### src/rtl/multicycle_controller.sv
// Multi-cycle FETCH/DECODE/EXEC/MEM/WB control FSM with memory-wait timeout and sticky fault.
// Define CTRL_UTYPE_EN to add LUI/AUIPC support (ALUOp=11).
module multicycle_controller #(
  parameter int unsigned WAIT_MAX = 15
) (
  input  logic       clk,
  input  logic       rst_n,
  input  logic [6:0] Opcode,
  input  logic       mem_ready,
  output logic       mem_req,
  output logic       IRWrite,
  output logic       PCWrite,
  output logic       ALUSrc,
  output logic       MemtoReg,
  output logic       RegWrite,
  output logic       MemRead,
  output logic       MemWrite,
  output logic [1:0] ALUOp,
  output logic       Branch,
  output logic       jmp_sel,
  output logic       fault,
  output logic [2:0] state
);

  typedef enum logic [2:0] {
    StFetch  = 3'd0,
    StDecode = 3'd1,
    StExec   = 3'd2,
    StMem    = 3'd3,
    StWb     = 3'd4,
    StFault  = 3'd5
  } state_e;

  localparam logic [6:0] OpR     = 7'b0110011;
  localparam logic [6:0] OpI     = 7'b0010011;
  localparam logic [6:0] OpLw    = 7'b0000011;
  localparam logic [6:0] OpSw    = 7'b0100011;
  localparam logic [6:0] OpBr    = 7'b1100011;
  localparam logic [6:0] OpJal   = 7'b1101111;
  localparam logic [6:0] OpJalr  = 7'b1100111;
`ifdef CTRL_UTYPE_EN
  localparam logic [6:0] OpLui   = 7'b0110111;
  localparam logic [6:0] OpAuipc = 7'b0010111;
`endif

  // A zero-width counter is illegal, so WAIT_MAX=0 keeps a single unused bit.
  localparam int unsigned CntW = (WAIT_MAX > 0) ? $clog2(WAIT_MAX + 1) : 1;
  localparam logic [CntW-1:0] WaitLast = CntW'((WAIT_MAX > 0) ? WAIT_MAX - 1 : 0);

  state_e          state_q, state_d;
  logic [6:0]      op_q, op_d;
  logic [CntW-1:0] wait_q, wait_d;
  logic            timeout;

  function automatic logic op_supported(input logic [6:0] op);
    logic ok;
    ok = (op == OpR) || (op == OpI) || (op == OpLw) || (op == OpSw) || (op == OpBr) ||
         (op == OpJal) || (op == OpJalr);
`ifdef CTRL_UTYPE_EN
    ok = ok || (op == OpLui) || (op == OpAuipc);
`endif
    return ok;
  endfunction

  assign timeout = (WAIT_MAX > 0) && (wait_q == WaitLast) && !mem_ready;

  always_ff @(posedge clk or negedge rst_n) begin
    if (!rst_n) begin
      state_q <= StFetch;
      op_q    <= '0;
      wait_q  <= '0;
    end else begin
      state_q <= state_d;
      op_q    <= op_d;
      wait_q  <= wait_d;
    end
  end

  always_comb begin
    state_d  = state_q;
    op_d     = op_q;
    mem_req  = 1'b0;
    IRWrite  = 1'b0;
    PCWrite  = 1'b0;
    ALUSrc   = 1'b0;
    MemtoReg = 1'b0;
    RegWrite = 1'b0;
    MemRead  = 1'b0;
    MemWrite = 1'b0;
    ALUOp    = 2'b00;
    Branch   = 1'b0;
    jmp_sel  = 1'b0;
    fault    = 1'b0;

    case (state_q)
      StFetch: begin
        mem_req = 1'b1;
        MemRead = 1'b1;
        // Gated by reset so an asserted reset never presents a load strobe.
        IRWrite = mem_ready && rst_n;
        if (mem_ready)    state_d = StDecode;
        else if (timeout) state_d = StFault;
      end
      StDecode: begin
        op_d    = Opcode;
        state_d = op_supported(Opcode) ? StExec : StFault;
      end
      StExec: begin
        case (op_q)
          OpR: begin
            ALUOp   = 2'b10;
            state_d = StWb;
          end
          OpI: begin
            ALUSrc  = 1'b1;
            ALUOp   = 2'b10;
            state_d = StWb;
          end
          OpLw, OpSw: begin
            ALUSrc  = 1'b1;
            state_d = StMem;
          end
          OpBr: begin
            ALUOp   = 2'b01;
            Branch  = 1'b1;
            PCWrite = 1'b1;
            state_d = StFetch;
          end
          OpJal, OpJalr: state_d = StWb;
`ifdef CTRL_UTYPE_EN
          OpLui, OpAuipc: begin
            ALUSrc  = 1'b1;
            ALUOp   = 2'b11;
            state_d = StWb;
          end
`endif
          default: state_d = StFault;
        endcase
      end
      StMem: begin
        mem_req = 1'b1;
        if (op_q == OpLw) begin
          MemRead = 1'b1;
          if (mem_ready) state_d = StWb;
        end else begin
          MemWrite = 1'b1;
          if (mem_ready) begin
            PCWrite = 1'b1;
            state_d = StFetch;
          end
        end
        if (!mem_ready && timeout) state_d = StFault;
      end
      StWb: begin
        RegWrite = 1'b1;
        PCWrite  = 1'b1;
        MemtoReg = (op_q == OpLw);
        jmp_sel  = (op_q == OpJal) || (op_q == OpJalr);
        Branch   = (op_q == OpJal);
        state_d  = StFetch;
      end
      StFault: fault = 1'b1;
      default: state_d = StFault;
    endcase
  end

  always_comb begin
    wait_d = wait_q;
    if (state_d != state_q || mem_ready) begin
      wait_d = '0;
    end else if (state_q == StFetch || state_q == StMem) begin
      wait_d = wait_q + CntW'(1);
    end
  end

  assign state = state_q;

endmodule
### config.mk
export PLATFORM = sky130hd
export DESIGN_NAME = multicycle_controller
export DESIGN_NICKNAME = d
export VERILOG_FILES = /design/src/rtl/multicycle_controller.sv
export SDC_FILE = /design/constraint.sdc
export NUM_CORES = 1
export LEC_CHECK = 0
export CORE_UTILIZATION = 48
export DETAILED_ROUTE_END_ITERATION = 16
export PLACE_DENSITY = 0.78
export SLEW_MARGIN = 10
export SYNTH_ARGS = -nofsm -noshare
export SYNTH_HDL_FRONTEND = slang
export SYNTH_SLANG_ARGS = --single-unit
### constraint.sdc
create_clock -name clk -period 1.8 [get_ports clk]
set_input_delay 0.36 -clock clk [delete_from_list [all_inputs] [get_ports clk]]
set_output_delay 0.36 -clock clk [all_outputs]
set_load 0.05 [all_outputs]
==> impl_metrics.ini, run 1 <==
[yosys]
async_flop_share_pct = 100.0
yosysWarnings = 0
seq_area_frac_synth_pct = 35.18
synth_seq_cells = 14
yosys_most_used_dff = dfrtp_1
synth_edf_count = 0
synth.area.top_cells = dfrtp_1 (35%), mux2_2 (7.9%), nand2_1 (3.8%)
yosys.area.top_type = dfrtp_1
avgSynthCellArea_um2 = 9.861
synth.distinct_cells = 40
syn_inst = 101
synth_top_area_share_pct = 35.18
synth_nets = 113
syn_area_um2 = 996.0

[floorplanning]
initial_core_util_pct = 50.77
fp-row-count = 16
io_pins = 26
die_h_um = 47.55
die_w_um = 47.55

[clock_tree]
cts_root_buffer = clkbuf_4
clk_path_buf_depth = 2
htreeDepth = 1
cts_sinks = 14
cts_hold_buf = 0
cts_buffers = 3

[sta]
grt_worst_setup_endpoint = PCWrite
endpoint_type = output port

[placement]
place.gp.congestion = 0.8412
port_buffers = 25
dp.cells = 173
place_hpwl_mm = 2.455

[status]
stop_error = [ERROR DPL-0038] Utilization greater than 100%, impossible to legalize
failed_stage = 5_1_grt
status = aborted with a tool error

[global_routing]
grt_max_degree = 15
per-stage QoR:
| stage | cell area (um^2) | setup slack [ns] |
|---|---|---|
| 2_1_floorplan | 1102 | -0.2352 |
| 3_3_place_gp | 1633 | -0.2802 |
| 3_5_place_dp | 1633 | -0.4354 |
| 4_1_cts | 1866 | -0.3092 |
timing repair:
action	CTS
cloned	0
gates resized for setup	23
endpoints found under the setup margin	16
buffers inserted	14
pin swaps	16
synth_stat cells, types with 2 or more instances:
cell / instances
a21o_1: 3
a21oi_1: 4
a22oi_1: 2
a31oi_1: 2
and2_1: 2
and3_1: 2
buf_6: 2
dfrtp_1: 14
ha_1: 2
inv_1: 2
mux2_2: 7
nand2_1: 10
nand3_1: 3
nand4_1: 3
nor2_1: 7
nor2b_1: 3
nor3_1: 3
nor4_1: 4
o21ai_0: 4
xor2_1: 2
kinds of logic after synthesis:
family / after synthesis / share of synthesized area, %
buffers and inverters: 6 / 4.773
adder cells (fa/ha/maj): 2 / 2.512
multiplexers: 7 / 7.915
flip-flops: 14 / 35.18
AND/OR/NAND/NOR: 48 / 28.89
XOR/XNOR: 3 / 2.639
AO/OA/AOI/OAI: 21 / 18.09
==> inputs of run 2 (changes only) <==
--- a/config.mk
+++ b/config.mk
@@ -5,9 +5,10 @@
 export SDC_FILE = /design/constraint.sdc
 export NUM_CORES = 1
 export LEC_CHECK = 0
-export CORE_UTILIZATION = 48
+export CORE_AREA = 2 2 63 65
 export DETAILED_ROUTE_END_ITERATION = 16
-export PLACE_DENSITY = 0.78
+export DIE_AREA = 0 0 65 67
+export PLACE_DENSITY_LB_ADDON = 0.15
 export SLEW_MARGIN = 10
 export SYNTH_ARGS = -nofsm -noshare
 export SYNTH_HDL_FRONTEND = slang
==> run 2 against run 1 <==
The flow now finishes, with violations (setup timing). Synthesized cell count stayed put. Synthesized area unchanged.
==> impl_metrics.ini, run 2 <==
[status]
status = complete, but fails checks
violations = setup timing

[layout]
largest_register_ffs = 7
top_register = op_q
final_common_cell = buf_4
final_cell_mix = buf_4 (34), buf_12 (13), dfrtp_1 (10)
antenna_cells = 0
fillers = 310
area_growth_pct = 98.99
final_nets = 178
drive_above_1_share_pct = 64.24

[power]
pwr-share-clk_pct = 45.5
vdd_drop_max_mv = 0.2781
switching_share_pct = 21.37
pwr-share-seq_pct = 45.8
p_sw_w = 0.0001468
combPwrFrac_pct = 8.7
p_per_area_nw_per_um2 = 346.5
p_int_w = 0.0005399
leakagePower_nw = 0.8277
p_total_w = 0.0006867

[placement]
pre_cts_ws_ns = -0.3362
port_buffers = 25
place_hpwl_mm = 2.364
place.gp.congestion = 0.8069

[setup_path]
critPathKind = flop to output port
arrival_ns = 1.72
startpoint_type = flop
timing.reg2reg.setup_slack_ns = 0.01
crit_fanout = 4
required_ns = 1.44
crit_start = op_q[3]
reg2regPathDepth = 7
r2r_end = wait_q[3]
endpoint_kind = output port
r2r-start = state[1]

[clock_tree]
cts_sinks = 14
htreeDepth = 1
cts_root_buffer = clkbuf_8
clk_pin_slew_ns = 0.06
cts_buffers = 3
clk_path_buf_depth = 2
cts_hold_buf = 0
cts_tree = done
clock_latency_ns = 0.25

[floorplanning]
initial_core_util_pct = 27.62
fp.coreArea_um2 = 3606
die_area_um2 = 4355
die_w_um = 65
die_h_um = 67
fp-row-count = 22
io_pins = 26

[yosys]
seq_area_frac_synth_pct = 35.18
async_flop_share_pct = 100.0
syn_area_um2 = 996.0
synth_top_area_share_pct = 35.18
synth_edf_count = 0
synth_nets = 113
synth.distinct_cells = 40
yosys.area.top_type = dfrtp_1
avgSynthCellArea_um2 = 9.861
yosysWarnings = 0
synthTopCellsByCount = dfrtp_1 (14), nand2_1 (10), mux2_2 (7), nor2_1 (7)
syn_inst = 101
synth.most_common_cell = dfrtp_1
yosys_most_used_dff = dfrtp_1
synth.area.top_cells = dfrtp_1 (35%), mux2_2 (7.9%), nand2_1 (3.8%)
synth_seq_cells = 14

[drt]
vias_per_cell = 4.925
wire_per_inst_um = 14.22
wl_met2_mm = 1.607
via_count = 1049
wl_met3_um = 124
drt-total-wl_mm = 3.028
highest_layer = met4
wl_met1_mm = 1.254
drt_iter0_drc = 30
drc_errors = 0
first_pass_iters = 4
ant_nets = 0

[global_routing]
grt_pass1_vias = 1086
grt_pass1_wl_mm = 5.250
overflow = 0
grt_max_degree = 15
grtUsageTotal_pct = 16.18
antenna_found_initial = 0

[sta]
hold_viol = 0
skew_ns = 0.005146
worst_pin_slew_ns = 0.4465
fmax_mhz = 480.5
whs_ns = 0.5191
post-route-min-period_ns = 2.081
slew-limit-headroom_pct = 70.14
fin_ws_ns = -0.2811
rsz0062_at_grt = yes
post-route-period-util_pct = 115.6
setup_viol_count_final = 10
final_max_slew_viol_count = 0

[worst_hold_path]
hold_path.class = input port to async pin

[flow_run]
max_cap_viol_count = 0
## run 2: cell type report
type / count / area [um^2] / area share, %
multi-input combinational: 81 / 819.5 / 41.35
inverter: 3 / 11.26 / 0.5682
sequential: 14 / 355.3 / 17.93
tap: 48 / 60.06 / 3.030
timing repair buffer: 63 / 680.7 / 34.34
clock buffer: 4 / 55.05 / 2.778
## run 2: how the worst max path moves through the flow
stage	end	slack [ns]	cells past startpoint
2_1_floorplan	Branch	-0.24	4
3_3_place_gp	wait_q[0]	-0.30	6
3_5_place_dp	wait_q[0]	-0.34	6
6_report	PCWrite	-0.28	6
4_1_cts	PCWrite	-0.26	6
5_1_grt	PCWrite	-0.37	6
## run 2: routing by layer
layer,vias to the layer above,GRT usage (%)
li1,507,-
met1,512,18.55
met2,26,28.99
met3,4,3.716
met4,0,6.383
met5,-,0
## run 2: what timing repair did
action	in CTS	in global routing
pin swaps	16	13
setup buffers	10	5
gates resized for setup	20	15
cloned	0	0
endpoints found under the setup margin	15	16
## run 2: power by group through the flow
stage          Clock, W  Sequential [W]  Combinational (W)
2_1_floorplan         0        0.000321          0.0000153
3_3_place_gp          0        0.000320          0.0000559
3_5_place_dp          0        0.000320          0.0000568
4_1_cts        0.000319        0.000315          0.0000577
5_1_grt        0.000337        0.000314          0.0000647
6_report       0.000312        0.000315          0.0000597
## run 2: critical path, cell delays in order (launching register included)
cell and delay, ns:
dfrtp_1 0.38, nand4bb_4 0.24, nor4_2 0.15, buf_4 0.19
nor3_4 0.04, a211o_4 0.31, buf_6 0.15
## run 2: metrics by stage
stage	std cells	setup TNS (ns)	util, %	cell area, um^2
2_1_floorplan	101	-0.6704	-	1102
3_3_place_gp	196	-1.398	46.77	1687
3_5_place_dp	196	-1.571	46.77	1687
4_1_cts	210	-1.213	52.57	1896
5_1_grt	213	-2.657	54.96	1982
6_report	213	-1.567	54.96	1982
## run 2: kinds of logic after synthesis
group	count (synthesis)	share of synthesized area [%]
simple gates	48	28.89
compound gates	21	18.09
buf+inv	6	4.773
fa+ha+maj	2	2.512
xor+xnor	3	2.639
flops	14	35.18
mux	7	7.915
No activity file was read; power rests on OpenSTA's default activity.
==> inputs of run 3 (changes only) <==
--- a/config.mk
+++ b/config.mk
@@ -8,6 +8,7 @@
 export CORE_AREA = 2 2 63 65
 export DETAILED_ROUTE_END_ITERATION = 16
 export DIE_AREA = 0 0 65 67
+export GPL_TIMING_DRIVEN = 0
 export PLACE_DENSITY_LB_ADDON = 0.15
 export SLEW_MARGIN = 10
 export SYNTH_ARGS = -nofsm -noshare
==> constraint.sdc (replaced) <==
create_clock -name clk -period 2.6 [get_ports clk]
set_input_delay 0.52 -clock clk [delete_from_list [all_inputs] [get_ports clk]]
set_output_delay 0.52 -clock clk [all_outputs]
set_load 0.05 [all_outputs]
==> run 3 against run 2 <==
The flow now finishes without violations. Critical path depth fell by 1. Largest cell class unchanged. Worst setup slack better by 0.31 ns. Highest routed layer unchanged. Power is 33% lower. Sequential share of layout area grew 7.5 points. Critical path type unchanged. Die area is the same.
==> impl_metrics.ini, run 3 (synthesized netlist as in run 2, its figures left out) <==
[status]
status = finished, final reports clean

[sta]
fin_ws_ns = 0.02723
final_max_slew_viol_count = 0
hold_viol = 0
slew-limit-headroom_pct = 51.74
post-route-min-period_ns = 2.573
worst_pin_slew_ns = 0.7207
rsz0062_at_grt = yes
setup_viol_count_final = 0
fmax_mhz = 388.7
post-route-period-util_pct = 98.95
skew_ns = 0.002394
tns_ns = 0

[drt]
wl_met2_mm = 1.208
via_count = 885
drt_iter0_drc = 34
vias_per_cell = 4.972
wire_per_inst_um = 13.86
drc_errors = 0
drt-total-wl_mm = 2.467
highest_layer = met4
wl_met3_um = 83
wl_met1_mm = 1.148
ant_nets = 0
first_pass_iters = 4

[setup_path]
crit_fanout = 4
required_ns = 2.08
endpoint_kind = output port
r2r-start = wait_q[0]
reg2regPathDepth = 7
arrival_ns = 2.05
timing.reg2reg.setup_slack_ns = 0.68
critPathKind = flop to output port
startpoint_type = flop
r2r_end = wait_q[1]

[global_routing]
overflow = 0
grt_max_degree = 16
grt_pass1_vias = 876
grt_pass1_wl_mm = 4.126
grtUsageTotal_pct = 12.20
antenna_found_initial = 0

[placement]
pre_cts_ws_ns = -0.4871
place_hpwl_mm = 1.971
placed_area_um2 = 1319
place.gp.congestion = 0.7501
port_buffers = 25

[flow_run]
max_cap_viol_count = 0

[layout]
final_cell_mix = dfrtp_1 (14), clkdlybuf4s50_1 (12), nand2_1 (10)
final_common_cell = dfrtp_1
area_growth_pct = 38.07
antenna_cells = 0
top_register = op_q
largest_register_ffs = 7
final_nets = 143
drive_above_1_share_pct = 21.54
fin_area_um2 = 1375
final_util_pct = 38.13
fillers = 390

[clock_tree]
cts_buffers = 3
cts_root_buffer = clkbuf_8
clk_pin_slew_ns = 0.06
cts_tree = done
clk_path_buf_depth = 2
cts_sinks = 14
htreeDepth = 1
clock_latency_ns = 0.24

[floorplanning]
fp-row-count = 22
fp.coreArea_um2 = 3606
die_w_um = 65
io_pins = 26
initial_core_util_pct = 27.62
die_h_um = 67
die_area_um2 = 4355

[power]
p_per_area_nw_per_um2 = 336.5
leakagePower_nw = 0.6108
vdd_drop_max_mv = 0.1477

[worst_hold_path]
hold_path.class = input port to async pin
[run 3: layout make-up]
cell class,count,area [um^2],area share (%)
Multi-Input combinational cell,81,619.3,45.04
Sequential cell,14,350.3,25.48
Timing Repair Buffer,25,242.7,17.65
Tap cell,48,60.06,4.368
Clock buffer,4,55.05,4.004
Buffer,3,36.28,2.639
Inverter,3,11.26,0.8189
[run 3: power breakdown]
part,total [W],leakage (nW),internal [W],switching [W]
registers,0.000218,0.185,0.000218,0
logic,0.0000337,0.397,0.0000171,0.0000166
clock network,0.000211,0.0288,0.000134,0.0000772
total,0.000463,0.611,0.000369,0.0000938
[run 3: how the worst max path moves through the flow]
stage | endpoint | slack (ns) | start
after CTS | Branch | 0.01 | op_q[4]
after floorplan | Branch | -0.11 | state[2]
after global placement | IRWrite | -0.43 | rst_n
after detailed placement | IRWrite | -0.49 | rst_n
final | PCWrite | 0.03 | op_q[3]
after global routing | PCWrite | -0.06 | op_q[3]
[run 3: layer usage]
layer	vias up	GRT usage [%]
li1	437	-
met1	425	15.43
met2	21	21.01
met3	2	1.351
met4	0	5.053
met5	-	0
[run 3: worst max-delay path: stages (launching register included)]
cell	delay [ns]
dfrtp_1	0.42
nand4bb_1	0.32
nor4_4	0.29
nor3_2	0.08
a211o_1	0.29
dlygate4sd2_1	0.42
[run 3: what timing repair did]
item	4_1_cts	5_1_grt
setup buffers	0	0
endpoints found under the setup margin	11	4
hold buffers	0	0
resized for setup	16	4
[run 3: through the flow]
step / instances / power [W] / hold slack (ns)
after floorplan: 101 / 0.0002321 / 0.2244
after detailed placement: 174 / 0.0002563 / 0.5489
after global routing: 178 / 0.0004844 / 0.3108
after global placement: 174 / 0.0002557 / 0.5411
final: 178 / 0.0004627 / 0.2894
after CTS: 178 / 0.0004726 / 0.2986
==> inputs of run 4 (changes only) <==
--- a/config.mk
+++ b/config.mk
@@ -6,6 +6,7 @@
 export NUM_CORES = 1
 export LEC_CHECK = 0
 export CORE_AREA = 2 2 63 65
+export CTS_CLUSTER_DIAMETER = 60
 export DETAILED_ROUTE_END_ITERATION = 16
 export DIE_AREA = 0 0 65 67
 export GPL_TIMING_DRIVEN = 0
==> constraint.sdc (replaced) <==
create_clock -name clk -period 2.07 [get_ports clk]
set_input_delay 0.414 -clock clk [delete_from_list [all_inputs] [get_ports clk]]
set_output_delay 0.414 -clock clk [all_outputs]
set_load 0.05 [all_outputs]
==> run 4 against run 3 <==
The flow now finishes with violations (setup timing). Via count increased by 5.2%. Worst setup slack lost 0.082 ns. Final area grew 13%. Utilization grew 5.1 points. Non-clock buffer count is 9 higher. Critical path depth did not move. Critical endpoint is now Branch. Sequential share of layout area down 2.5 points. Global-route usage grew 0.72 points. Highest routed layer unchanged. Cell count up 5.1%. Hold slack lost 0.21 ns. Clock power rose by 27%.
==> impl_metrics.ini, run 4 (synthesized netlist as in run 2, its figures left out) <==
[status]
status = complete, but fails checks
violations = setup timing

[layout]
drive_above_1_share_pct = 51.08
final_nets = 152
stdcell_count = 187
fillers = 357
final_cell_mix = clkdlybuf4s50_1 (11), nand2_1 (10), buf_4 (10)
top_register = op_q
area_growth_pct = 56.66
antenna_cells = 0
fin_area_um2 = 1560
largest_register_ffs = 7
final_common_cell = clkdlybuf4s50_1

[clock_tree]
cts_buffers = 3
clk_pin_slew_ns = 0.06
cts_root_buffer = clkbuf_8
cts_hold_buf = 0
cts_tree = done
cts_sinks = 14
clk_path_buf_depth = 2
htreeDepth = 1
clock_latency_ns = 0.24

[sta]
skew_ns = 0.002169
final_max_slew_viol_count = 0
fin_ws_ns = -0.05524
worst_pin_slew_ns = 0.7003
fmax_mhz = 470.5
setup_viol_count_final = 2
slew-limit-headroom_pct = 53.11
post-route-period-util_pct = 102.7
rsz0062_at_grt = yes
tns_ns = -0.1058
hold_viol = 0
post-route-min-period_ns = 2.125

[placement]
placed_area_um2 = 1371
pre_cts_ws_ns = -0.7596
place_hpwl_mm = 1.930
place.gp.congestion = 0.7846
port_buffers = 25
dp.cells = 174

[setup_path]
arrival_ns = 1.71
r2r-start = op_q[4]
crit_chain = and3b_2 > nand4_1 > nor3_4 > a21o_4 > buf_8
critPathKind = flop to output port
timing.reg2reg.setup_slack_ns = 0.10
r2r_end = wait_q[0]
slowest_delay_ns = 0.44
required_ns = 1.66
crit_buf_inv = 1
cp_top_family = simple AND/OR/NAND/NOR gates
critical_path.slowest_cell = dfrtp_2
crit_fanout = 4
reg2regPathDepth = 7
startpoint_type = flop
endpoint_kind = output port

[flow_run]
max_cap_viol_count = 0

[drt]
first_pass_iters = 4
drc_errors = 0
via_count = 931
drt_iter0_drc = 36
ant_nets = 0
drt-total-wl_mm = 2.698
wire_per_inst_um = 14.43
vias_per_cell = 4.979

[floorplanning]
fp.coreArea_um2 = 3606
io_pins = 26
fp-row-count = 22
initial_core_util_pct = 27.62
die_w_um = 65
die_h_um = 67
die_area_um2 = 4355

[power]
p_per_area_nw_per_um2 = 375.4
p_sw_w = 0.0001214
combPwrFrac_pct = 7.5
leakagePower_nw = 0.6267
p_int_w = 0.0004644
vdd_drop_max_mv = 0.2209
pwr-share-clk_pct = 45.8
switching_share_pct = 20.73
pwr-share-seq_pct = 46.7

[global_routing]
grtUsageTotal_pct = 12.92
grt_max_degree = 16
grt_pass1_wl_mm = 4.278
overflow = 0
grt_pass1_vias = 865
antenna_found_initial = 0

[worst_hold_path]
hold_path.class = input port to async pin
## run 4: final cells by class
cell class,instances,area (um^2),area share (%)
Buffer,3,36.28,2.326
Clock buffer,4,55.05,3.528
Inverter,3,11.26,0.7217
Multi-Input combinational cell,81,730.7,46.83
Sequential cell,14,357.8,22.93
Tap cell,48,60.06,3.849
Timing Repair Buffer,34,309.0,19.81
## run 4: per-layer routing
metal	vias up	wire length [um]	global-route usage (%)
li1	461	-	-
met5	-	0	0
met2	30	1337	21.13
met3	2	131	1.858
met1	438	1201	16.89
met4	0	27	5.585
## run 4: worst max path at each step
stage / start / end / slack, ns / depth (start not counted)
2_1_floorplan: op_q[4] / Branch / -0.13 / 4
3_3_place_gp: rst_n / IRWrite / -0.75 / 4
3_5_place_dp: rst_n / IRWrite / -0.76 / 4
4_1_cts: op_q[2] / PCWrite / -0.19 / 6
5_1_grt: op_q[3] / PCWrite / -0.12 / 6
6_report: op_q[4] / Branch / -0.06 / 5
## run 4: what timing repair did
item,4_1_cts,5_1_grt
gates resized for setup,73,23
setup endpoints to repair,13,13
pin swaps,6,9
buffers inserted,6,4
## run 4: through the flow
step                total power [W]  hold slack, ns  util, %
floorplan                 0.0002917          0.1184        -
detailed placement        0.0003216          0.5455    38.03
global route              0.0006199          0.1038    43.27
finish                    0.0005858         0.07726    43.27
global placement          0.0003209          0.5438    38.03
CTS                       0.0005954          0.3007    40.98
## run 4: power by group through the flow
stage / Combinational [W] / Sequential [W] / Clock [W]
after floorplan: 0.0000130 / 0.000279 / 0
after global placement: 0.0000423 / 0.000279 / 0
after detailed placement: 0.0000429 / 0.000279 / 0
after CTS: 0.0000427 / 0.000274 / 0.000279
after global routing: 0.0000481 / 0.000273 / 0.000299
final: 0.0000440 / 0.000274 / 0.000268
